==> config.mk <==
export PLATFORM = sky130hd
export DESIGN_NAME = warp_issue_scheduler
export DESIGN_NICKNAME = d
export VERILOG_FILES = /design/src/rtl/warp_issue_scheduler.sv
export SDC_FILE = /design/constraint.sdc
export NUM_CORES = 1
export LEC_CHECK = 0
export BUFFER_PORTS_ARGS = -buffer_cell sky130_fd_sc_hd__buf_2
export CAP_MARGIN = 20
export CORE_ASPECT_RATIO = 0.9
export CORE_MARGIN = 10
export CORE_UTILIZATION = 45
export DETAILED_ROUTE_END_ITERATION = 10
export PLACE_DENSITY = 0.78
export SETUP_SLACK_MARGIN = 0.02
export SKIP_CTS_REPAIR_TIMING = 1
export SKIP_LAST_GASP = 1
export SYNTH_ARGS = -nofsm -noshare
export SYNTH_HDL_FRONTEND = slang
export SYNTH_SLANG_ARGS = --single-unit
export TNS_END_PERCENT = 5
==> constraint.sdc <==
create_clock -name clk -period 7.5 [get_ports clk]
set_clock_uncertainty 0.2 [all_clocks]
set_input_delay 0.375 -clock clk [delete_from_list [all_inputs] [get_ports clk]]
set_output_delay 0.375 -clock clk [all_outputs]
set_load 0.01 [all_outputs]
==> src/rtl/warp_issue_scheduler.sv <==
// Round-robin warp issue scheduler driving the shared per-lane execution units.
// Optional perf counters (perf_issued, perf_stall) are built when ISSUE_PERF_CNT_EN is defined.
module warp_issue_scheduler #(
    parameter int NUM_WARPS   = 4,
    parameter int NUM_LANES   = 8,
    parameter int WARP_ID_W   = 2,
    parameter int MEM_LATENCY = 3
) (
    input  logic                           clk,
    input  logic                           reset,
    input  logic [NUM_WARPS-1:0]           warp_req,
    input  logic [NUM_WARPS*NUM_LANES-1:0] warp_mask,
    input  logic [NUM_WARPS*5-1:0]         warp_op,
    input  logic [NUM_WARPS-1:0]           warp_is_mem,
    input  logic [NUM_WARPS-1:0]           warp_mem_wr,
    input  logic                           stall,
    output logic [NUM_WARPS-1:0]           grant,
    output logic                           issue_valid,
    output logic [WARP_ID_W-1:0]           issue_warp,
    output logic [NUM_LANES-1:0]           enable_vector,
    output logic [4:0]                     alu_op,
    output logic                           mem_read,
    output logic                           mem_write,
    output logic                           busy
`ifdef ISSUE_PERF_CNT_EN
   ,output logic [31:0]                    perf_issued,
    output logic [31:0]                    perf_stall
`endif
);
    localparam int CNT_W = $clog2(MEM_LATENCY + 1);

    typedef enum logic [1:0] {IDLE, ISSUE, MEM_WAIT} state_t;

    state_t               state, state_n;
    logic [WARP_ID_W-1:0] rr_ptr;
    logic [CNT_W-1:0]     wait_cnt;
    logic                 mem_first;
    logic                 arb;
    logic                 found;
    logic [WARP_ID_W-1:0] win, idx, rr_next;
    logic [NUM_LANES-1:0] win_mask;
    logic [4:0]           win_op;
    logic                 live, win_mem, win_wr;

    always_comb begin
        found = 1'b0;
        win   = '0;
        idx   = '0;
        for (int k = 0; k < NUM_WARPS; k++) begin
            idx = WARP_ID_W'((int'(rr_ptr) + k) % NUM_WARPS);
            if (!found && warp_req[idx]) begin
                found = 1'b1;
                win   = idx;
            end
        end
    end

    assign win_mask = warp_mask[win*NUM_LANES +: NUM_LANES];
    assign win_op   = warp_op[win*5 +: 5];
    assign live     = found && (|win_mask);
    assign win_mem  = warp_is_mem[win];
    assign win_wr   = warp_mem_wr[win];
    assign rr_next  = (win == WARP_ID_W'(NUM_WARPS - 1)) ? '0 : win + 1'b1;

    // The issue cycle of a memory op is not one of the MEM_LATENCY extra cycles;
    // mem_first marks it so the countdown starts one cycle later.
    always_comb begin
        state_n = state;
        arb     = 1'b0;
        if (!stall) begin
            case (state)
                IDLE, ISSUE: arb = 1'b1;
                MEM_WAIT:    arb = !mem_first && (wait_cnt == CNT_W'(1));
                default:     state_n = IDLE;
            endcase
        end
        if (arb) begin
            if (!found)                state_n = IDLE;
            else if (live && win_mem)  state_n = MEM_WAIT;
            else                       state_n = ISSUE;
        end
    end

    always_ff @(posedge clk or negedge reset) begin
        if (!reset) state <= IDLE;
        else        state <= state_n;
    end

    always_ff @(posedge clk or negedge reset) begin
        if (!reset) begin
            grant         <= '0;
            issue_valid   <= 1'b0;
            issue_warp    <= '0;
            enable_vector <= '0;
            alu_op        <= '0;
            mem_read      <= 1'b0;
            mem_write     <= 1'b0;
            busy          <= 1'b0;
            rr_ptr        <= '0;
            wait_cnt      <= '0;
            mem_first     <= 1'b0;
        end else if (stall) begin
            grant <= '0;
        end else if (arb) begin
            grant         <= found ? (NUM_WARPS'(1) << win) : '0;
            issue_valid   <= live;
            enable_vector <= live ? win_mask : '0;
            mem_read      <= live & win_mem & ~win_wr;
            mem_write     <= live & win_mem & win_wr;
            busy          <= live & win_mem;
            mem_first     <= live & win_mem;
            wait_cnt      <= (live && win_mem) ? CNT_W'(MEM_LATENCY) : '0;
            if (found) rr_ptr <= rr_next;
            // A zero-mask grant only consumes the instruction; the datapath keeps its last op.
            if (live) begin
                issue_warp <= win;
                alu_op     <= win_op;
            end
        end else begin
            grant <= '0;
            if (mem_first) mem_first <= 1'b0;
            else           wait_cnt  <= wait_cnt - 1'b1;
        end
    end

`ifdef ISSUE_PERF_CNT_EN
    always_ff @(posedge clk or negedge reset) begin
        if (!reset) begin
            perf_issued <= '0;
            perf_stall  <= '0;
        end else begin
            if (arb && live) perf_issued <= perf_issued + 32'd1;
            if (stall && ((|warp_req) || state == MEM_WAIT)) perf_stall <= perf_stall + 32'd1;
        end
    end
`else
    // Counters not built in this configuration.
`endif

endmodule

Word level (Yosys, flattened, before mapping)
Index checks and enable logic that the tools add are counted.

Bits in registers: 30. Latch bits: 0. RAM bits: 0. Bits in read-only memories: 0. Input bits: 67. Output and inout port bits: 23. Word-level logic and storage cells: 93. Memories: 0.

$add $sub $neg: 5. Multiply operators: 1. Div/mod/pow operators: 0. $lt $le $gt $ge: 5. Equality and inequality tests: 7. Shift-type cells: 3. Multiplexer cells: 36. Bitwise gates (word level): 5. Reductions and logical operators: 19.

Operators by type and width (count): $shiftx A32 B6 Y8 (1); $mux W2 (13); $shiftx A20 B6 Y5 (1); $lt A2 B3 Y1 const B (5); $bmux W1 S2 (6); $mux W1 (12); $mux W4 (3); $mux W8 (1); $reduce_or A8 Y1 (1); $logic_and A1 B1 Y1 (6); $ne A2 B1 Y1 const B (3); $reduce_and A2 Y1 (3); $reduce_and A3 Y1 (2); $mul A2 B3 Y5 const B (1); $add A2 B1 Y2 const B (2); $add A2 B2 Y2 const B (2); $eq A2 B1 Y1 const B (2); $eq A2 B2 Y1 const B (2); $logic_not A1 Y1 (4); $shl A1 B2 Y4 const A (1); $and A1 B1 Y1 (3); $reduce_or A3 Y1 (1); $logic_not A2 Y1 (1); $not A1 Y1 (2); 3 further kinds (3).

Depth between registers and ports, before layout
Gate-level depths: netlist of run 1.

Depth after elaboration: 19. Depth in mapped cells: 12. Gate-level depth less buffers: 9.

Worst setup path before layout of run 1
No wires, ideal clock.

Path type: in2reg. Start: input warp_req[0]. End: register alu_op[0]. Setup time: 0.128 ns. Arrival time: 2.530 ns. Required time: 7.172 ns. Setup slack: 4.642 ns. Cell stages on the path: 11. Path buffers: 2. Cells stage by stage: nor2b_1 -> o21bai_2 -> and2_1 -> buf_4 -> inv_2 -> buf_6 -> a211oi_1 -> o22ai_1 -> or4_4 -> nand2_4 -> mux2_1.

Word-level cells in the longest chain between the ends: 16. Elaborated cells on any way between the ends: 28. Those cells by class: mul (1); shift (2); mux (16); reduce/logical (9).

RTL lines: start, declared (line 11) `input logic [NUM_WARPS-1:0] warp_req,`; parallel branches: the longest is 16 deep, another holds $bmux W1 S2; end signal, assigned (line 117) `alu_op <= win_op;`; end, declared (line 21) `output logic [4:0] alu_op,`.

Parallel ways; which one is timed is not known. The select of a mux whose other input is x is not followed. A chain may end at the register's enable or synchronous reset.

Worst setup path after layout of run 1
Start: register rr_ptr[1]. End: register alu_op[1].

Word-level cells in the longest chain between the ends: 16. Elaborated cells on any way between the ends: 31. Those cells by class: add/sub (3); mul (1); shift (2); mux (16); reduce/logical (9).

RTL lines: start, declared (line 35) `logic [WARP_ID_W-1:0] rr_ptr;`; start signal, assigned (line 113) `if (found) rr_ptr <= rr_next;`; parallel branches: the longest is 16 deep, another holds $mul A2 B3 Y5.

Parallel ways; which one is timed is not known. The select of a mux whose other input is x is not followed.

==> results list, run 1 <==
* Status: completed
- Summing over every cut layer, the via total after detailed routing is 1803.
- Cell taking the most area after synthesis: sky130_fd_sc_hd__dfrtp_1
- Top achievable clock speed: 264 MHz
- Part of the total power dissipated in combinational logic: 48.8%
- Setup slack closes at 3710 ps.
* Fraction of power consumed by the clock network: 18.7%
- For this design the total switching power over the nets is 0.358 mW.
- In the final design database the tool counted 360 nets.
- TritonCTS built the clock tree.
- Total routed wirelength: 5.39 mm
- Number of DRC violations after detailed-routing iteration 0: 73
- The total area inside the core boundary comes to 0.00381 sq mm.
- The synthesized netlist occupies a cell area of 0.00183 sq mm.
- Height of the chip: 80.4 um
- Buffer type at the clock tree root: sky130_fd_sc_hd__clkbuf_8
- After floorplanning, the core was divided into 21 placement rows.
* Element type at the critical path start: register
* Via count of the first global-routing pass: 1961
* DRC violation count after routing: 0
- The clock drives 30 sinks.
- Setup total negative slack on the finished layout was measured at 0 ps.
- Once detail routing completed, the nets flagged for antenna violations numbered 0.
* Worst relative slew slack: 52.7%
- WL/cell: 16.1 um
* Total inserted antenna cells: 0
- Relative area change from synthesis to final layout: 30.3%
- The count of pins over their slew limit came to 0.
* Unrepaired setup endpoints after global routing: no
- Number of buffers created by CTS: 5
- In this run the worst path has a maximum fanout of 20.
* Final hold violations: 0
* GRT overflow: 0
* Buffers from clock root to sink, at most: 2
* Sequential area share after synthesis: 41.1%
- Net switching is 41.2% of the power.
- After detailed routing, the number of vias per cell comes to 5.38.
- Synthesis produced 203 cells.
* Worst Tran Pin Value: 708 ps
- 1st-pass router iterations: 4
- Post-route clock period utilization: 50.5%
- Clock-pin slew on the worst setup and hold paths: 70 ps
- Syn_nets: 275
- Starting density of the core: 47.9%
- OpenSTA, run right after detailed placement, puts the worst setup slack at 3540 ps.
* Setup violations, final: 0
- Total GRT Usage: 15.9%
* Critical path cell sequence: mux2i_1 -> and2_1 -> nor3_4 -> inv_1 -> a211oi_1 -> o22ai_1 -> or4_4 -> nand2_4 -> mux2_1
- CP max stage cell: sky130_fd_sc_hd__nor3_4
* Share of Yosys cell area claimed by the top area cell type: 41.1%
- Initial antenna violation count: 0
- Sequential cells account for 32.6% of the total power.
* Yosys warning count: 0
- The congestion estimate from routability-driven global placement came to 0.804.
* List of most frequent post-synthesis cells: 44 x sky130_fd_sc_hd__nand2_1, 30 x sky130_fd_sc_hd__dfrtp_1, 21 x sky130_fd_sc_hd__and3_1
- The worst hold path belongs to the class input port to register.
- Internal portion of total power: 0.510 mW
* Data arrival, critical path: 3760 ps
- A synthesized cell averages 8.99 sq um.
- Port buffering added 89 buffers.
* Top post-synthesis cells by area: sky130_fd_sc_hd__dfrtp_1 41%, sky130_fd_sc_hd__nand2_1 9.0%, sky130_fd_sc_hd__and3_1 7.2%
* Critical path start-end classification: register to register
* Largest stage delay on the critical path: 600 ps
- The routed design could run at a clock period as short as 3790 ps.
- VDD sags by at most 0.159 mV.
* Number of maximum-capacitance violations: 0
* Ratio of total power to cell area: 365 mW/mm^2
- Summed over all cells, the static leakage comes to 1.26 nW.
* Detailed Place HPWL: 4.19 mm
* Dominant register cell in the synthesized netlist: sky130_fd_sc_hd__dfrtp_1
- Insertion delay to the later sink of the worst-skew pair: 290 ps
- Width of the die: 87.1 um
- In the post-synthesis netlist, the cell with the most instances is sky130_fd_sc_hd__nand2_1.
- 90 I/O pins were placed.
- Global-route wire length before repair: 8.99 mm
- Number of enable flip-flop cells after synthesis: 0
- Depth of the CTS H-tree: 2
- The floorplan step defined a die boundary enclosing 0.00701 sq mm.
- The worst setup path is captured at a register.
- Yosys mapped the design onto 37 distinct sky130hd cell types.
- CP required: 7470 ps
* Fraction of layout instances using a drive strength above 1: 36.7%
* Proportion of register bits with asynchronous set or reset after synthesis: 100%
- Flip-flop and latch count after synthesis: 30
* Largest net degree at the start of global routing: 32
==> cell usage in the layout (no fill, tap or decap), drive strengths merged <==
| master | instances |
|---|---|
| o31ai | 8 |
| buf | 89 |
| nand3 | 3 |
| inv | 6 |
| nor2 | 6 |
| a21o | 1 |
| o211ai | 1 |
| or3b | 1 |
| clkinv | 2 |
| a221o | 1 |
| a21oi | 4 |
| clkbuf | 5 |
| or4 | 1 |
| and3 | 21 |
| o21bai | 1 |
| mux2i | 1 |
| o21ai | 5 |
| nor4 | 1 |
| mux2 | 10 |
| a22oi | 1 |
| bufinv | 1 |
| a32o | 1 |
| dlygate4sd3 | 1 |
| nand2 | 45 |
| and2 | 6 |
| o22ai | 4 |
| ha | 5 |
| dfrtp | 30 |
| nor3 | 2 |
| a31oi | 5 |
| nor2b | 5 |
| a211oi | 16 |
==> per-layer routing <==
layer	global-route usage, %	up-vias	routed length [um]	share of wire, %
met5	0	-	0	0
met4	6.53	0	116	2.2
met3	6.26	10	402	7.5
met2	25.6	60	2610	48
met1	18.3	833	2260	42
li1	-	900	-	-
==> metrics by stage <==
stage	cells	util [%]	hold WS, ps	power (mW)	area (sq um)
3_5_place_dp	326	59.3	245	0.712	2260
5_1_grt	335	62.4	181	0.950	2380
2_1_floorplan	203	-	-121	0.581	1830
3_3_place_gp	326	59.3	235	0.703	2260
6_report	335	62.4	178	0.867	2380
4_1_cts	334	62.2	-69.6	0.875	2370
==> critical path: cells and delay by family (launching register included) <==
| family | cells | cell delay, ps |
|---|---|---|
| simple gates | 4 | 1540 |
| buf+inv | 1 | 510 |
| compound gates | 2 | 510 |
| mux | 2 | 470 |
| flops | 1 | 440 |
==> final cells by class <==
class | count | area, sq um
Fill cell | 348 | 1430
Multi-Input combinational cell | 155 | 983
Sequential cell | 30 | 751
Timing Repair Buffer | 90 | 455
Clock buffer | 5 | 68.8
Tap cell | 46 | 57.6
Clock inverter | 3 | 40.0
Inverter | 6 | 22.5
==> cells by family (layout without fill, tap and decap cells) <==
family	after synthesis	count (layout)	synth area share, %
compound gates	48	48	18.4
fa+ha+maj	5	5	3.43
buf+inv	18	104	5.00
flops	30	30	41.1
mux	11	11	6.72
simple gates	91	91	25.3
==> power by group through the flow <==
stage	logic, mW	clock network [mW]	registers [mW]
5_1_grt	0.484	0.173	0.293
4_1_cts	0.429	0.164	0.282
2_1_floorplan	0.277	0	0.304
3_5_place_dp	0.428	0	0.284
6_report	0.423	0.162	0.282
3_3_place_gp	0.418	0	0.285
==> sequential cells by signal, indices dropped and copies added (netlist names) <==
signal	count
mem_write	1
grant	4
state	2
wait_cnt	2
issue_warp	2
mem_first	1
alu_op	5
busy	1
mem_read	1
rr_ptr	2
issue_valid	1
enable_vector	8
==> final timing paths <==
kind | startpoint | endpoint | slack, ps | depth (start not counted)
setup / recovery | rr_ptr[1]$_DFFE_PN0P_ | alu_op[1]$_DFFE_PN0P_ | 3710 | 9
hold / removal | stall | mem_first$_DFFE_PN0N_ | 180 | 3
setup reg to reg | rr_ptr[1]$_DFFE_PN0P_ | alu_op[1]$_DFFE_PN0P_ | 3710 | 9
hold reg to reg | busy$_DFFE_PN0P_ | busy$_DFFE_PN0P_ | 270 | 2
max in group asynchronous | reset | enable_vector[4]$_DFFE_PN0P_ | 6220 | 2
min in group asynchronous | reset | mem_first$_DFFE_PN0N_ | 450 | 2
Power figures use the tool's default switching activity.
==> run 2: changes to the inputs <==
--- a/config.mk
+++ b/config.mk
@@ -9,9 +9,9 @@
 export CAP_MARGIN = 20
 export CORE_ASPECT_RATIO = 0.9
 export CORE_MARGIN = 10
-export CORE_UTILIZATION = 45
+export CORE_UTILIZATION = 41
 export DETAILED_ROUTE_END_ITERATION = 10
-export PLACE_DENSITY = 0.78
+export PLACE_DENSITY = 0.75
 export SETUP_SLACK_MARGIN = 0.02
 export SKIP_CTS_REPAIR_TIMING = 1
 export SKIP_LAST_GASP = 1
==> constraint.sdc (replaced) <==
create_clock -name clk -period 3.3 [get_ports clk]
set_clock_uncertainty 0.2 [all_clocks]
set_input_delay 0.165 -clock clk [delete_from_list [all_inputs] [get_ports clk]]
set_output_delay 0.165 -clock clk [all_outputs]
set_load 0.01 [all_outputs]
==> run 2 against run 1 <==
  * Routed wire length rose by 8.2%
  * Utilization fell by 3.5 points
  * Cell count up 6.9%
  * Total power rose by 130%
  * Worst hold slack worse by 130 ps
  * Flip-flop and latch count is the same
  * Sequential power increased by 130%
  * Clock-buffer cell count rose by 2
  * First-iteration DRC count is 18% higher
  * Critical path type unchanged
==> results list, run 2 (same netlist as run 1, synthesis figures left out) <==
* Status: completed (unchanged)
* Ratio of total power to cell area: 813 mW/mm^2 (was 365 mW/mm^2)
* Hold Crit Class: input port to register (unchanged)
- Inst Count DP: 348 (was 326)
* CP max stage cell: sky130_fd_sc_hd__or4_4 (was sky130_fd_sc_hd__nor3_4)
- Most common library cell in the layout ignoring fill and taps: sky130_fd_sc_hd__buf_2 (unchanged)
* Depth of the CTS H-tree: 2 (unchanged)
- Worst reg2reg path depth: 9 (unchanged)
* Final worst setup slack: 132 ps (was 3710 ps)
- Final Instance Area: 0.00246 sq mm (was 0.00238 sq mm)
* Most used routing layer in global routing: met2 (unchanged)
- Sw Share: 42.2% (was 41.2%)
* Startpoint of the lowest-slack hold path: warp_mask[12] (was stall)
- Buffer type at the clock tree root: sky130_fd_sc_hd__clkbuf_8 (unchanged)
* Largest stage delay on the critical path: 600 ps (about the same)
- The first-pass GRT wire length came to 9.35 mm (was 8.99 mm).
* Pins over their slew limit: 0 (unchanged)
- The capturing element of the worst setup path was alu_op[0]$_DFFE_PN0P_ (was alu_op[1]$_DFFE_PN0P_).
- Boundary pin count: 90 (unchanged)
* Critical R2R Capture: alu_op[0]$_DFFE_PN0P_ (was alu_op[1]$_DFFE_PN0P_)
- The die outline height was 83.3 um (was 80.4 um).
- The critical path arrival came to 3120 ps (was 3760 ps).
* Insertion delay to the later sink of the worst-skew pair: 280 ps (was 290 ps)
- The wire length per cell came to 16.3 um (was 16.1 um).
* Internal portion of total power: 1.16 mW (was 0.510 mW)
- The number of clock sinks was 30 (unchanged).
- Placement-stage worst setup slack: 213 ps (was 3540 ps)
- The register with the highest flop count is enable_vector (unchanged).
- Critical path cell sequence: nand2_1 -> a221o_2 -> and2_1 -> inv_2 -> a211oi_1 -> o22ai_1 -> or4_4 -> nand2_4 -> mux2_1 (was mux2i_1 -> and2_1 -> nor3_4 -> inv_1 -> a211oi_1 -> o22ai_1 -> or4_4 -> nand2_4 -> mux2_1).
- The critical path launch point was rr_ptr[1]$_DFFE_PN0P_ (unchanged).
* Antenna violation net count after detailed routing: 0 (unchanged)
- Critical path start-end classification: register to register (unchanged)
- Vias: 1865 (was 1803)
* Worst relative slew slack: 55.7% (was 52.7%)
- Number of maximum-capacitance violations: 0 (unchanged)
* Part of the total power dissipated in combinational logic: 52.7% (was 48.8%)
- The launch instance of the worst register-to-register path is rr_ptr[1]$_DFFE_PN0P_ (unchanged).
* Number of DRC violations after detailed-routing iteration 0: 86 (was 73)
* DRC violation count after routing: 0 (unchanged)
- The final cell count without fillers was 358 (was 335).
- The post-layout net count is 369 (was 360).
* Met2 track demand over resource: 22.9% (was 25.6%)
- The post-placement cell area came to 0.00234 sq mm (was 0.00226 sq mm).
* Worst setup EP type: register (unchanged)
* Fraction of layout instances using a drive strength above 1: 38.9% (was 36.7%)
- Most used cells in the layout excluding fill and tap cells: 89 x sky130_fd_sc_hd__buf_2, 44 x sky130_fd_sc_hd__nand2_1, 30 x sky130_fd_sc_hd__dfrtp_1, 21 x sky130_fd_sc_hd__and3_1, 13 x sky130_fd_sc_hd__a211oi_1 (was 89 x sky130_fd_sc_hd__buf_2, 44 x sky130_fd_sc_hd__nand2_1, 30 x sky130_fd_sc_hd__dfrtp_1, 21 x sky130_fd_sc_hd__and3_1, 16 x sky130_fd_sc_hd__a211oi_1)
- The count of endpoints failing hold in the final timing report is 0 (unchanged).
- The maximum number of pins on one net before global-route repair is 31 (was 32).
- Depth of the critical timing path with buffers and inverters included: 9 (unchanged)
- The share of power burned in registers came to 32.0% (was 32.6%).
- Detailed Place HPWL: 4.59 mm (was 4.19 mm)
- Biggest registers after layout: enable_vector: 8 flops, alu_op: 5 flops, grant: 4 flops (unchanged).
- 1st-pass router iterations: 4 (unchanged)
- The sum of buffers and inverters on the critical path was 1 (unchanged).
* GRT overflow: 0 (unchanged)
* Met3 Usage GRT: 6.47% (was 6.26%)
- Total power consumption of the routed design: 2.00 mW (was 0.867 mW)
- Number of placement rows: 22 (was 21)
- Top achievable clock speed: 316 MHz (was 264 MHz)
- RePlAce Congestion: 0.827 (was 0.804)
- Element type at the critical path start: register (unchanged)
- The data required time of the worst path was 3250 ps (was 7470 ps).
- Met1 demand-to-capacity share in global routing: 18.2% (was 18.3%)
- The global router's overall resource usage came to 14.7% (was 15.9%).
- The total wire length after detailed routing is 5.83 mm (was 5.39 mm).
- The number of global-route vias before repair is 1933 (was 1961).
- The register clock-pin slew on the reported worst setup and hold paths is 70 ps (about the same).
* Smallest hold slack: 43.5 ps (was 178 ps)
* Port-buffer cells: 89 (unchanged)
- Unrepaired setup endpoints after global routing: no (unchanged).
- Family of cells with the greatest summed delay on the critical path: simple AND/OR/NAND/NOR gates (unchanged)
- Post-route clock period utilization: 96.0% (was 50.5%)
* Worst Tran Pin Value: 664 ps (was 708 ps)
* Largest voltage drop on the vdd net: 0.323 mV (was 0.159 mV)
- Total Die Area: 0.00752 sq mm (was 0.00701 sq mm)
- The area growth from synthesis to layout is 35.0% (was 30.3%).
- The die span in x is 90.3 um (was 87.1 um).
* Fin crit period: 3170 ps (was 3790 ps)
- Vias per inst: 5.21 (was 5.38)
* Post-layout utilization of the core: 58.9% (was 62.4%)
- The CTS tree was yes (unchanged).
* Net Switching: 0.844 mW (was 0.358 mW)
- Static leakage power: 1.29 nW (was 1.26 nW)
- Highest fanout seen on the critical path: 22 (was 20)
- The total CTS buffers came to 5 (unchanged).
* CORE AREA: 0.00418 sq mm (was 0.00381 sq mm)
- Flip-flop count of the largest register, all copies and words added: 8 (unchanged)
- Starting density of the core: 43.6% (was 47.9%)
* Buffers from clock root to sink, at most: 2 (unchanged)
* Total inserted antenna cells: 0 (unchanged)
- The internal reg-to-reg setup slack is 130 ps (was 3710 ps).
- The number of antenna violations at the first check in global routing was 0 (unchanged).
- Fraction of power consumed by the clock network: 15.3% (was 18.7%)
* Setup violations, final: 0 (unchanged)
* Post-Route Setup TNS: 0 ps (unchanged)
[run 2: cell count changes in the layout (fill, tap and decap cells not counted), sizes merged]
cell	previous run	this run
dlygate4sd3	1	2
clkbuf	5	7
clkinv	2	1
bufinv	1	0
buf	89	97
[run 2: worst min-delay path by stage]
stage	to	cells past startpoint	slack, ps
2_1_floorplan	alu_op[0]$_DFFE_PN0P_	0	-330
3_3_place_gp	wait_cnt[0]$_DFFE_PN0P_	1	30
3_5_place_dp	wait_cnt[0]$_DFFE_PN0P_	1	40
4_1_cts	wait_cnt[0]$_DFFE_PN0P_	1	-270
5_1_grt	enable_vector[6]$_DFFE_PN0P_	3	70
6_report	enable_vector[4]$_DFFE_PN0P_	3	40
[run 2: layer usage]
metal / share of wire (%) / wire (um) / vias to the layer above
met5: 0 / 0 / -
met4: 0.91 / 53 / 0
met3: 8.0 / 466 / 6
met2: 48 / 2800 / 75
met1: 43 / 2500 / 868
li1: - / - / 916
[run 2: power groups by stage]
stage               Combinational [mW]  Sequential, mW  Clock (mW)
detailed placement                1.04           0.645           0
global route                      1.17           0.666       0.326
CTS                               1.05           0.640       0.312
floorplan                        0.629           0.691           0
finish                            1.05           0.641       0.307
global placement                  1.01           0.639           0
[run 2: area by class of cell]
| cell class | instances | area [sq um] |
|---|---|---|
| tap | 60 | 75.1 |
| inverter | 6 | 22.5 |
| multi-input combinational | 155 | 998 |
| clock inverter | 1 | 5.00 |
| timing repair buffer | 99 | 526 |
| sequential | 30 | 751 |
| clock buffer | 7 | 86.3 |
| fill | 402 | 1720 |
[run 2: worst register-to-register path: stages (launching register included)]
cell,delay [ps]
sky130_fd_sc_hd__dfrtp_1,440
sky130_fd_sc_hd__nand2_1,120
sky130_fd_sc_hd__a221o_2,300
sky130_fd_sc_hd__and2_1,200
sky130_fd_sc_hd__inv_2,170
sky130_fd_sc_hd__a211oi_1,370
sky130_fd_sc_hd__o22ai_1,150
sky130_fd_sc_hd__or4_4,600
sky130_fd_sc_hd__nand2_4,150
sky130_fd_sc_hd__mux2_1,340
